`src/rtl/seg_disp_arbiter.sv`:
```
// Round-robin arbiter that shares one 4-digit 7-segment driver among SRC_NUM sources.
// Optional time-sliced rotation; display outputs are registered from the pre-edge grant.
module seg_disp_arbiter #(
    parameter int SRC_NUM     = 4,
    parameter int HOLD_WIDTH  = 20,
    parameter int HOLD_CYCLES = 1000000
) (
    input  logic                    clk,
    input  logic                    rst,
    input  logic                    rotate,
    input  logic [SRC_NUM-1:0]      req,
    input  logic [4*SRC_NUM-1:0]    src_en,
    input  logic [16*SRC_NUM-1:0]   src_data,
    input  logic [4*SRC_NUM-1:0]    src_dot,
    output logic [SRC_NUM-1:0]      grant,
    output logic [2:0]              grant_idx,
    output logic [3:0]              disp_en,
    output logic [15:0]             disp_data,
    output logic [3:0]              disp_dot
);

    // state | meaning
    // IDLE  | no source owns the display, grant all-zero
    // OWN   | exactly one grant bit set, slice counter running or frozen
    typedef enum logic {IDLE, OWN} state_t;

    localparam logic [HOLD_WIDTH-1:0] RELOAD = HOLD_WIDTH'(HOLD_CYCLES - 1);

    state_t                 state;
    logic [2:0]             ptr;
    logic [HOLD_WIDTH-1:0]  cnt;

    logic [SRC_NUM-1:0]     cand;
    logic [SRC_NUM-1:0]     next_onehot;
    logic                   found;
    logic [2:0]             next_idx;
    logic [2:0]             next_ptr;
    logic                   owner_req;
    logic                   take;
    logic                   drop;
    logic [3:0]             sel_en;
    logic [15:0]            sel_data;
    logic [3:0]             sel_dot;

    always_comb begin
        int j;
        j           = 0;
        // Masking with grant excludes the current owner; in IDLE grant is zero.
        cand        = req & ~grant;
        found       = 1'b0;
        next_idx    = 3'd0;
        // Walk from lowest priority to highest so the first hit in search order wins.
        for (int i = SRC_NUM - 1; i >= 0; i--) begin
            j = int'(ptr) + i;
            if (j >= SRC_NUM) j = j - SRC_NUM;
            if (cand[j]) begin
                found    = 1'b1;
                next_idx = 3'(j);
            end
        end
        next_onehot = '0;
        for (int i = 0; i < SRC_NUM; i++) begin
            next_onehot[i] = (int'(next_idx) == i);
        end
        next_ptr  = (int'(next_idx) == SRC_NUM - 1) ? 3'd0 : next_idx + 3'd1;
        owner_req = |(req & grant);
        take      = found && ((state == IDLE) || !owner_req || ((cnt == '0) && rotate));
        drop      = (state == OWN) && !owner_req && !found;

        sel_en   = '0;
        sel_data = '0;
        sel_dot  = '0;
        for (int i = 0; i < SRC_NUM; i++) begin
            if (int'(grant_idx) == i) begin
                sel_en   = src_en[4*i +: 4];
                sel_data = src_data[16*i +: 16];
                sel_dot  = src_dot[4*i +: 4];
            end
        end
    end

    always_ff @(posedge clk or negedge rst) begin
        if (!rst) begin
            state     <= IDLE;
            ptr       <= 3'd0;
            cnt       <= '0;
            grant     <= '0;
            grant_idx <= 3'd0;
            disp_en   <= 4'd0;
            disp_data <= 16'd0;
            disp_dot  <= 4'd0;
        end else begin
            if (state == OWN) begin
                disp_en   <= sel_en;
                disp_data <= sel_data;
                disp_dot  <= sel_dot;
            end else begin
                disp_en   <= 4'd0;
                disp_data <= 16'd0;
                disp_dot  <= 4'd0;
            end

            if (take) begin
                state     <= OWN;
                grant     <= next_onehot;
                grant_idx <= next_idx;
                ptr       <= next_ptr;
                cnt       <= RELOAD;
            end else if (drop) begin
                state     <= IDLE;
                grant     <= '0;
                grant_idx <= 3'd0;
            end else if ((state == OWN) && owner_req) begin
                // Counter freezes while rotate is low; a lone owner simply renews its slice.
                if (cnt != '0) begin
                    if (rotate) cnt <= cnt - HOLD_WIDTH'(1);
                end else if (rotate) begin
                    cnt <= RELOAD;
                end
            end
        end
    end

endmodule

```
`config.mk`:
```
export PLATFORM = sky130hd
export DESIGN_NAME = seg_disp_arbiter
export DESIGN_NICKNAME = d
export VERILOG_FILES = /design/src/rtl/seg_disp_arbiter.sv
export SDC_FILE = /design/constraint.sdc
export NUM_CORES = 1
export LEC_CHECK = 0
export CORE_MARGIN = 4
export CORE_UTILIZATION = 47
export CTS_CLUSTER_SIZE = 14
export DETAILED_ROUTE_END_ITERATION = 8
export GPL_TIMING_DRIVEN = 0
export PLACE_DENSITY = 0.94
export SYNTH_ARGS = -nofsm -noshare
export SYNTH_HDL_FRONTEND = slang
export SYNTH_SLANG_ARGS = --single-unit
```
`constraint.sdc`:
```
create_clock -name clk -period 5.55 [get_ports clk]
set_clock_uncertainty 0.05 [all_clocks]
set_input_delay 1.11 -clock clk [delete_from_list [all_inputs] [get_ports clk]]
set_output_delay 1.11 -clock clk [all_outputs]
set_load 0.05 [all_outputs]
```
==> results_dict.tcl <==
set metrics [dict create \
    io_pins 134 \
    use_met3_pct 6.89 \
    r2r-start "ptr[1]$_DFFE_PN0P_" \
    drv_cap 0 \
    post-synth-top-count-cell "dfrtp_1" \
    vias 3508 \
    n_antenna_cell 0 \
    yosysUniqueCellTypes 61 \
    numCtsBuffers 5 \
    syn_area_um2 3340 \
    maxSlewHeadroom_pct 41.1 \
    use_met2_pct 45.4 \
    num-fill-cells 478 \
    ant_nets 0 \
    syn_to_final_growth_pct 47.4 \
    fmax_mhz 296 \
    dieArea_um2 8510 \
    grt.met1_usage_pct 30.3 \
    cts.clk_slew.worst_paths_ns 0.11 \
    core_area_um2 6830 \
    fin_util_pct 72.0 \
    dr.first_iter.drc_count 275 \
    ys_seq_elements 55 \
    status "finished, final reports clean" \
    hold_start "ptr[2]$_DFFE_PN0P_" \
    overflow 0 \
    syn-num-nets 450 \
    crit_required_ns 5.74 \
    p_sw_share_pct 49.1 \
    die_y_um 92.3 \
    fin_nets 591 \
    cts.path.max_buffers 2 \
    fin_crit_ns 3.38 \
    setup_viol 0 \
    min_path_cells 2 \
    p_switching_uw 1200 \
    crit_type "primary input to flip-flop" \
    post_drt_wl_per_cell_um 18.7 \
    drt_wl_total_mm 10.8 \
    first_pass_iters 5 \
    synth-async-reset-ratio_pct 100 \
    fin_total_pwr_uw 2450 \
    antenna_found_initial 0 \
    fin_tns_setup_ns 0 \
    period_share_pct 60.9 \
    hold_buffers 0 \
    drv_slew 0 \
    drc 0 \
    grt_setup_unrepaired "false" \
    worstPathArrival_ns 3.57 \
    min_to "ptr[2]$_DFFE_PN0P_" \
    ys_seq_area_share_pct 41.2 \
    die_w_um 92.3 \
    grt_max_degree 39 \
    cts.sinks 55 \
    syn_inst 339 \
    ir_drop_mv 0.280 \
    reg2reg_depth 10 \
    p_int_uw 1250 \
    grt_pass1_vias 3507 \
    viasPerCell 6.08 \
    slowest_stage "nor4_1" \
    ys_top_cells_by_count "dfrtp_1, nor2_1, o21ai_0" \
    drive_gt1_share_pct 9.77 \
    crit_path_end_kind "flip-flop" \
    num_rows 30 \
    postCtsSetupBuffers 0 \
    yosysTopAreaCell "dfrtp_1" \
    powerDensity_nw_per_um2 498 \
    gp_congestion 0.968 \
    port_buffers 133 \
    dp_hpwl_mm 7.92 \
    grt_pass1_wl_mm 17.5 \
    worst_path_largest_cell_delay_ns 0.64 \
    clock_latency_ns 0.31 \
    crit_fanout 10 \
    ys_warn_count 0 \
    combPwrFrac_pct 64.4 \
    synth.area.top_cells "dfrtp_1, mux2_2, o21ai_0" \
    cp-startpoint "req[2]" \
    cts_resized 0 \
    worstPathCellList "clkdlybuf4s50_1, nor2b_1, nor4_1, a211o_1, clkbuf_1, o21ai_0, a21oi_1" \
    startpoint_type "primary input" \
    ys.flop_type "dfrtp_1" \
    cts_tree "built" \
    reg2reg_slack_ns 2.63 \
    power.leakage_uw 0.00186 \
    worstMarginPinSlew_ns 0.876 \
    clockPowerShare_pct 11.3 \
    r2r-end "ptr[1]$_DFFE_PN0P_" \
    hold_viol_final 0 \
    p_seq_share_pct 24.2 \
    min_path_type "flip-flop to flip-flop" \
    track_usage_pct 25.7 \
    grt.busiest_layer "met2" \
    htree_num_levels 2 \
    postSynthAreaPerCell_um2 9.84 \
    synth_edf_count 0 \
    synth_top_area_share_pct 41.2 \
    start_util_pct 48.8 \
    cts_root_buf "clkbuf_8" \
]
registers in the layout, indices dropped and copies added (netlist names):
name,flops
cnt,20
disp_data,16
disp_dot,4
disp_en,4
grant,4
grant_idx,3
ptr,3
state,1
logic make-up after synthesis:
| family | Yosys count | share of synthesized area (%) |
|---|---|---|
| xor gates and xnor gates | 7 | 1.84 |
| muxes | 33 | 11.9 |
| DFF | 55 | 41.2 |
| and+or+nand+nor | 93 | 15.0 |
| AOI/OAI and AO/OA | 116 | 23.7 |
| buffers and inverters | 27 | 3.26 |
| adders and majority gates | 8 | 3.00 |
cells in the final DEF, fill, tap and decap left out, drive strengths merged, types with 4 or more instances in the layout:
master,synthesis,layout
a32o,4,4
nor4,5,5
mux2i,6,6
clkbuf,16,21
dfrtp,55,55
nor2,37,37
o211ai,5,5
ha,8,8
nand3b,4,4
o22ai,24,24
xnor2,6,6
mux2,24,24
o21ai,34,34
a22oi,4,4
o31ai,7,7
clkdlybuf4s50,0,132
a2111oi,4,4
buf,3,5
nand2b,7,7
or3,4,4
inv,6,7
or4,7,7
a21oi,11,11
a211oi,4,4
nor2b,4,4
nand2,10,10
critical path, delay by kind of cell:
family	cells	cell delay [ns]
buf+inv	2	0.91
compound gates	3	0.69
simple gates	2	0.86
power by group through the flow:
stage	Sequential, µW	Clock [µW]	Combinational, µW
2_1_floorplan	973	0	677
3_3_place_gp	594	0	1530
3_5_place_dp	599	0	1560
4_1_cts	593	279	1570
5_1_grt	609	297	1690
6_report	594	278	1580
cell type report:
type,count,area (µm²),area share [%]
well taps,96,120,2.44
inverters,8,30.0,0.610
clock inverters,3,47.5,0.966
plain buffers,19,78.8,1.60
flip-flops and latches,55,1380,28.0
repair buffers,134,1350,27.4
multi-input cells,257,1850,37.6
clock buffers,5,68.8,1.40
stage by stage:
| stage | cells | hold slack, ns | setup WS (ns) | instance area [µm²] |
|---|---|---|---|---|
| after floorplan | 339 | 0.428 | 2.77 | 3340 |
| after global placement | 568 | 0.473 | 1.67 | 4790 |
| after detailed placement | 569 | 0.460 | 1.93 | 4800 |
| after CTS | 577 | 0.485 | 2.25 | 4920 |
| after global routing | 577 | 0.499 | 1.97 | 4920 |
| final | 577 | 0.488 | 2.17 | 4920 |
per-layer routing:
metal  routed length (µm)  vias to the layer above
met3                 1070                       36
met2                 5430                      222
met4                  333                        0
li1                     -                     1582
met1                 3950                     1668
met5                    0                        -
how the worst max path moves through the flow:
stage                                  end  cells after the start
floorplan               ptr[1]$_DFFE_PN0P_                      8
global placement    disp_data[6]$_DFF_PN0_                      1
detailed placement      cnt[3]$_DFFE_PN0P_                      7
CTS                    cnt[18]$_DFFE_PN0P_                      7
global route           cnt[17]$_DFFE_PN0P_                      7
finish                 cnt[12]$_DFFE_PN0P_                      7
No activity file was read; power rests on OpenSTA's default activity.
